File: src/rtl/conv_pkg.sv
// Shared constants and types for the 2x4x4 convolution engine and its operand loader.
package conv_pkg;
  localparam int DW          = 4;
  localparam int N_ELEM      = 32;
  localparam int OFM_W       = 13;
  localparam int HOLDOFF_DEF = 53;
  localparam int IDX_W       = 5;

  typedef enum logic {FILL = 1'b0, WAIT = 1'b1} ld_state_e;
endpackage

File: src/rtl/conv_operand_loader_if.sv
// Nibble stream in, packed weight/IFM vectors and status out.
interface conv_operand_loader_if
  import conv_pkg::*;
#(
  parameter int W  = DW,
  parameter int NE = N_ELEM
);
  logic            s_valid;
  logic            s_ready;
  logic [W-1:0]    s_data;
  logic            s_wsel;
  logic [NE*W-1:0] weight_bus;
  logic [NE*W-1:0] ifm_bus;
  logic            weight_valid;
  logic            in_valid;
  logic            busy;
  logic            protocol_err;

  modport master (
    output s_valid, s_data, s_wsel,
    input  s_ready, weight_bus, ifm_bus, weight_valid, in_valid, busy, protocol_err
  );

  modport slave (
    input  s_valid, s_data, s_wsel,
    output s_ready, weight_bus, ifm_bus, weight_valid, in_valid, busy, protocol_err
  );
endinterface

File: src/rtl/conv_holdoff_timer.sv
// Down-counter guarding the engine's run after each IFM issue; reload wins over decrement.
module conv_holdoff_timer
  import conv_pkg::*;
#(
  parameter int HOLDOFF = HOLDOFF_DEF,
  localparam int CW     = $clog2(HOLDOFF + 1)
) (
  input  logic clk,
  input  logic rst_n,
  input  logic i_load,
  output logic o_busy,
  output logic o_zero
);
  logic [CW-1:0] r_cnt;

  always_ff @(posedge clk or negedge rst_n) begin
    if (!rst_n)            r_cnt <= '0;
    else if (i_load)       r_cnt <= CW'(HOLDOFF);
    else if (r_cnt != '0)  r_cnt <= r_cnt - 1'b1;
  end

  assign o_busy = (r_cnt != '0);
  assign o_zero = ~o_busy;
endmodule

File: src/rtl/conv_operand_loader.sv
// Packs 32 nibbles into a 128-bit weight or IFM vector and issues it as a one-cycle
// pulse, stalling issues while the engine is still running on the previous IFM.
module conv_operand_loader
  import conv_pkg::*;
#(
  parameter int DW_P    = DW,
  parameter int NE_P    = N_ELEM,
  parameter int HOLDOFF = HOLDOFF_DEF,
  localparam int IW     = $clog2(NE_P)
) (
  input  logic                  clk,
  input  logic                  rst_n,
  conv_operand_loader_if.slave  bus
);
  ld_state_e                  r_state;
  logic [IW-1:0]              r_idx;
  logic                       r_grp_wgt;
  logic                       r_perr;
  logic                       r_wv;
  logic                       r_iv;
  logic [NE_P-1:0][DW_P-1:0]  r_shadow;
  logic [NE_P*DW_P-1:0]       r_wbus;
  logic [NE_P*DW_P-1:0]       r_ibus;

  logic w_xfer;
  logic w_issue;
  logic w_hold_busy;
  logic w_hold_zero;

  assign w_xfer  = bus.s_valid && (r_state == FILL);
  assign w_issue = (r_state == WAIT) && w_hold_zero;

  // Only IFM issues start an engine run, so only they arm the hold-off.
  conv_holdoff_timer #(.HOLDOFF(HOLDOFF)) u_timer (
    .clk    (clk),
    .rst_n  (rst_n),
    .i_load (w_issue && !r_grp_wgt),
    .o_busy (w_hold_busy),
    .o_zero (w_hold_zero)
  );

  always_ff @(posedge clk or negedge rst_n) begin
    if (!rst_n) begin
      r_state   <= FILL;
      r_idx     <= '0;
      r_grp_wgt <= 1'b0;
      r_perr    <= 1'b0;
      r_wv      <= 1'b0;
      r_iv      <= 1'b0;
      r_shadow  <= '0;
      r_wbus    <= '0;
      r_ibus    <= '0;
    end else begin
      r_wv <= 1'b0;
      r_iv <= 1'b0;
      case (r_state)
        FILL: if (w_xfer) begin
          r_shadow[r_idx] <= bus.s_data;
          // Group type is latched on element 0; later mismatches are flagged, not obeyed.
          if (r_idx == '0)                  r_grp_wgt <= bus.s_wsel;
          else if (bus.s_wsel != r_grp_wgt) r_perr    <= 1'b1;
          if (r_idx == IW'(NE_P - 1)) begin
            r_idx   <= '0;
            r_state <= WAIT;
          end else begin
            r_idx <= r_idx + 1'b1;
          end
        end
        WAIT: if (w_hold_zero) begin
          if (r_grp_wgt) begin
            r_wbus <= r_shadow;
            r_wv   <= 1'b1;
          end else begin
            r_ibus <= r_shadow;
            r_iv   <= 1'b1;
          end
          r_state <= FILL;
        end
        default: r_state <= FILL;
      endcase
    end
  end

  assign bus.s_ready      = (r_state == FILL);
  assign bus.weight_bus   = r_wbus;
  assign bus.ifm_bus      = r_ibus;
  assign bus.weight_valid = r_wv;
  assign bus.in_valid     = r_iv;
  assign bus.busy         = w_hold_busy;
  assign bus.protocol_err = r_perr;
endmodule

File: src/flat_wrapper.sv
// flat-port wrapper written by rule: the top's interface ports become plain ports
module conv_operand_loader_flat import conv_pkg::*;
#(
  parameter int DW_P    = DW,
  parameter int NE_P    = N_ELEM,
  parameter int HOLDOFF = HOLDOFF_DEF,
  localparam int IW     = $clog2(NE_P)
)
  (clk, rst_n, bus_s_valid, bus_s_data, bus_s_wsel, bus_s_ready, bus_weight_bus, bus_ifm_bus, bus_weight_valid, bus_in_valid, bus_busy, bus_protocol_err);
  conv_operand_loader_if bus_i ();
  input  logic clk;
  input  logic rst_n;
  input wire logic [$bits(bus_i.s_valid)-1:0] bus_s_valid;
  input wire logic [$bits(bus_i.s_data)-1:0] bus_s_data;
  input wire logic [$bits(bus_i.s_wsel)-1:0] bus_s_wsel;
  output wire logic [$bits(bus_i.s_ready)-1:0] bus_s_ready;
  output wire logic [$bits(bus_i.weight_bus)-1:0] bus_weight_bus;
  output wire logic [$bits(bus_i.ifm_bus)-1:0] bus_ifm_bus;
  output wire logic [$bits(bus_i.weight_valid)-1:0] bus_weight_valid;
  output wire logic [$bits(bus_i.in_valid)-1:0] bus_in_valid;
  output wire logic [$bits(bus_i.busy)-1:0] bus_busy;
  output wire logic [$bits(bus_i.protocol_err)-1:0] bus_protocol_err;
  assign bus_i.s_valid = bus_s_valid;
  assign bus_i.s_data = bus_s_data;
  assign bus_i.s_wsel = bus_s_wsel;
  assign bus_s_ready = bus_i.s_ready;
  assign bus_weight_bus = bus_i.weight_bus;
  assign bus_ifm_bus = bus_i.ifm_bus;
  assign bus_weight_valid = bus_i.weight_valid;
  assign bus_in_valid = bus_i.in_valid;
  assign bus_busy = bus_i.busy;
  assign bus_protocol_err = bus_i.protocol_err;
  conv_operand_loader #(.DW_P(DW_P), .NE_P(NE_P), .HOLDOFF(HOLDOFF)) u_core (.clk(clk), .rst_n(rst_n), .bus(bus_i));
endmodule
File: config.mk
export PLATFORM = sky130hd
export DESIGN_NAME = conv_operand_loader_flat
export DESIGN_NICKNAME = d
export VERILOG_FILES = /design/src/rtl/conv_pkg.sv /design/src/rtl/conv_operand_loader_if.sv /design/src/rtl/conv_holdoff_timer.sv /design/src/rtl/conv_operand_loader.sv /design/src/flat_wrapper.sv
export SDC_FILE = /design/constraint.sdc
export NUM_CORES = 1
export LEC_CHECK = 0
export BUFFER_PORTS_ARGS = -buffer_cell sky130_fd_sc_hd__clkbuf_2
export CAP_MARGIN = 25
export CORE_UTILIZATION = 50
export CTS_BUF_LIST = sky130_fd_sc_hd__clkbuf_4
export DETAILED_ROUTE_END_ITERATION = 7
export PLACE_DENSITY_LB_ADDON = 0.12
export SYNTH_ARGS = -nofsm -noshare
export SYNTH_HDL_FRONTEND = slang
export SYNTH_SLANG_ARGS = --single-unit
export TNS_END_PERCENT = 5
File: constraint.sdc
create_clock -name clk -period 2.7 [get_ports clk]
set_clock_uncertainty 0.15 [all_clocks]
set_input_delay 0.675 -clock clk [delete_from_list [all_inputs] [get_ports clk]]
set_output_delay 0.675 -clock clk [all_outputs]
set_load 0.02 [all_outputs]
==> results.cfg <==
[run_status]
status = finished, violations left
violations = design-rule violations, negative setup slack

[layout]
final_cells = 1770
area_growth_pct = 19.68
seq_area_um2 = 10010
fillers = 2434
fin_nets = 1318
drive_gt1_frac = 0.6159
multi_input_area_um2 = 5363

[die]
die_area_um2 = 32310
die_h_um = 179.7
fp.dieW_um = 179.7
start_util = 0.5124
num_rows = 64
core_um2 = 30830
io_pins = 269

[sta]
min_period_over_period = 1.006
max_freq_mhz = 368.2
rsz0062_at_grt = true
setup_ws_ps = -15.90
tightest_slew_ps = 640.8
finalHoldViolCount = 0
relSlewSlack = 0.5719
report.final.slew_viol_count = 0
setup-violations-final = 1
fin_crit_ps = 2716

[grt]
grtUsageTotal = 0.2213
antenna_found_initial = 3
grt_pass1_wl_mm = 56.13
gr-total-overflow = 0
grt_start_max_net_pins = 83
grt_pass1_vias = 9722

[power_and_ir_drop]
p_leak_nw = 10.13
powerDensity_nw_per_um2 = 720.7
vdd_drop_max_uv = 366.9
pwr-share-clk = 0.355
p_int_mw = 9.986
p_comb_frac = 0.100
switchingPower_mw = 3.640
p_seq_frac = 0.545
p_total_mw = 13.63
sw_frac_of_total = 0.2671

[cts]
clk_pin_slew_ps = 60
numCtsBuffers = 101
clock-sinks = 400
clk_latency_ps = 710
cts_max_level = 3
cts.path.max_buffers = 3
clockRootBuffer = clkbuf_4
cts_tree = yes

[critical_path]
path_class = flop to primary output
r2r_cells = 6
path_cells = or3_4 > nor3b_4 > inv_2 > buf_8
path_buf_inv = 2
r2r_end = u_core.bus.weight_bus[82]
cp_slowest_cell = or3_4
timing.rr.start = u_core.u_timer.r_cnt[2]
max_stage_delay_ps = 410
path_depth = 4
critPathLaunchType = flop
worst_setup_path_end_kind = primary output
reg2reg_slack_ps = 390
crit_family = simple AND/OR/NAND/NOR gates
worstPathRequired_ps = 1880
arrival_ps = 1890
path_max_fanout = 2

[drt]
ant_nets = 0
wirelength_mm = 34.71
vias_per_cell = 5.171
drt-initial-drc-count = 308
wl_per_cell_um = 19.61
vias = 9153
route.detailed.drc = 18
dr.pass1.iters = 8

[synthesis]
seq_area_frac_synth = 0.6337
avgSynthCellArea_um2 = 16.77
ys_warn_count = 0
synth.largest_area_cell = dfrtp_1
synth_top_area_frac = 0.6337
synth_area_um2 = 15800
ys_ff_latch = 400
synthCells = 942
synthDistinctLibCells = 38
yosys-top-cells-area = dfrtp_1 (63%), mux2_2 (20%), mux2_4 (8.6%)
synthesis.nets = 956

[worst_hold_path]
hp-class = primary input to flop
hold_depth = 2
min_to = u_core.r_grp_wgt
min_from = bus_s_wsel

[placed_design]
place.gp.congestion = 0.7528
io_buffers = 268
dp_hpwl_mm = 22.27
numPlacedInstances = 1590
pre_cts_ws_ps = 246.2

[job]
drv_cap = 0
## metal layers
| layer | share of wire | wire length, um | GRT usage | vias up |
|---|---|---|---|---|
| met2 | 0.47 | 16250 | 0.3435 | 252 |
| met1 | 0.45 | 15660 | 0.3047 | 4731 |
| met3 | 0.068 | 2345 | 0.06503 | 47 |
| met5 | 0.00032 | 11 | 0 | - |
| met4 | 0.013 | 443 | 0.06034 | 2 |
| li1 | - | - | - | 4121 |
## kinds of logic after synthesis
group / synth area share
buffers and inverters: 0.02804
muxes: 0.2977
xor gates and xnor gates: 0.0005546
and+or+nand+nor: 0.02931
AOI/OAI and AO/OA: 0.005941
adders and majority gates: 0.004752
DFF: 0.6337
## cell usage after synthesis
master and count:
nor3b_2 1, and3_1 1, mux2i_1 3, o211ai_1 1
buf_2 7, buf_4 10, nor2_1 13, o21ai_0 7
nor2_4 1, nor4_1 1, nor3b_1 2, dfrtp_1 400
and2b_1 3, nand2b_1 8, nand3_1 5, mux2_2 285
mux2_1 10, or4_1 1, nor3_1 2, buf_6 2
nor2b_1 8, xor2_1 1, or3_4 1, a21oi_1 2
o31ai_1 3, clkbuf_1 16, buf_12 11, inv_1 8
and4bb_2 3, a31o_2 1, nand3b_1 1, or3_1 1
ha_1 6, nand4b_1 6, nand2_1 17, a221o_1 1
mux2_4 90, nand4_1 3
## per-stage QoR
step | instance area (um^2) | util | setup TNS [ps] | hold slack [ps]
2_1_floorplan | 15800 | - | 0 | 229.4
3_3_place_gp | 17590 | 0.5707 | 0 | 308.2
3_5_place_dp | 17590 | 0.5707 | 0 | 321.6
4_1_cts | 18870 | 0.6122 | -87.67 | 50.05
5_1_grt | 18910 | 0.6132 | -125.6 | 42.74
6_report | 18910 | 0.6132 | -15.90 | 102.3
## flip-flops by register name, summed over array words and instances (netlist names)
name	count
u_core.bus.ifm_bus	128
u_core.bus.weight_bus	128
u_core.bus.weight_valid	1
u_core.r_state	1
u_core.bus.in_valid	1
u_core.r_idx	5
u_core.r_grp_wgt	1
u_core.r_shadow	128
u_core.u_timer.r_cnt	6
u_core.bus.protocol_err	1
## cell usage in the layout (no fill, tap or decap), types with 3 or more instances in the layout
| master | Yosys | layout |
|---|---|---|
| buf_4 | 10 | 25 |
| nor2_1 | 13 | 13 |
| clkbuf_4 | 0 | 149 |
| o31ai_1 | 3 | 3 |
| clkbuf_2 | 0 | 266 |
| inv_1 | 8 | 7 |
| mux2_4 | 90 | 90 |
| dfrtp_1 | 400 | 398 |
| nand2_1 | 17 | 17 |
| clkinv_1 | 0 | 16 |
| o21ai_0 | 7 | 7 |
| nor2b_1 | 8 | 8 |
| nand4b_1 | 6 | 6 |
| mux2_1 | 10 | 10 |
| mux2_2 | 285 | 285 |
| buf_12 | 11 | 11 |
| and2b_1 | 3 | 3 |
| mux2i_1 | 3 | 3 |
| nand2b_1 | 8 | 8 |
| nand3_1 | 5 | 5 |
| ha_1 | 6 | 5 |
| and4bb_2 | 3 | 3 |
| nand4_1 | 3 | 3 |
## worst max-delay path by stage
stage,from,to,slack [ps]
global route,u_core.u_timer.r_cnt[2],bus_busy,-130
detailed placement,bus_s_valid,u_core.r_shadow[0],250
CTS,u_core.u_timer.r_cnt[4],bus_busy,-90
finish,u_core.u_timer.r_cnt[2],bus_busy,-20
global placement,bus_s_valid,u_core.r_grp_wgt,250
floorplan,u_core.u_timer.r_cnt[2],bus_busy,560
## layout make-up
class,instances,area share
timing repair buffer,305,0.09411
inverter,8,0.001588
multi-input combinational,488,0.2837
clock inverter,22,0.005427
clock buffer,149,0.05917
sequential,400,0.5296
tap,396,0.02621
antenna,2,0.0002647
## power groups by stage
stage               Sequential (mW)  Clock, mW  Combinational (mW)
floorplan                      7.20          0                1.07
global placement               7.53          0                1.32
detailed placement             7.55          0                1.38
CTS                            7.45       5.02                1.38
global route                   7.56       5.35                1.51
finish                         7.43       4.84                1.36
## timing repair
action | in CTS | in global routing
setup buffers | 5 | 1
hold buffers | 1 | 0
pin swaps | 2 | 2
hold endpoints to repair | 43 | 0
endpoints found under the setup margin | 1 | 1
gates resized for setup | 4 | 5
Note: power is estimated with default switching activity, not from simulation.
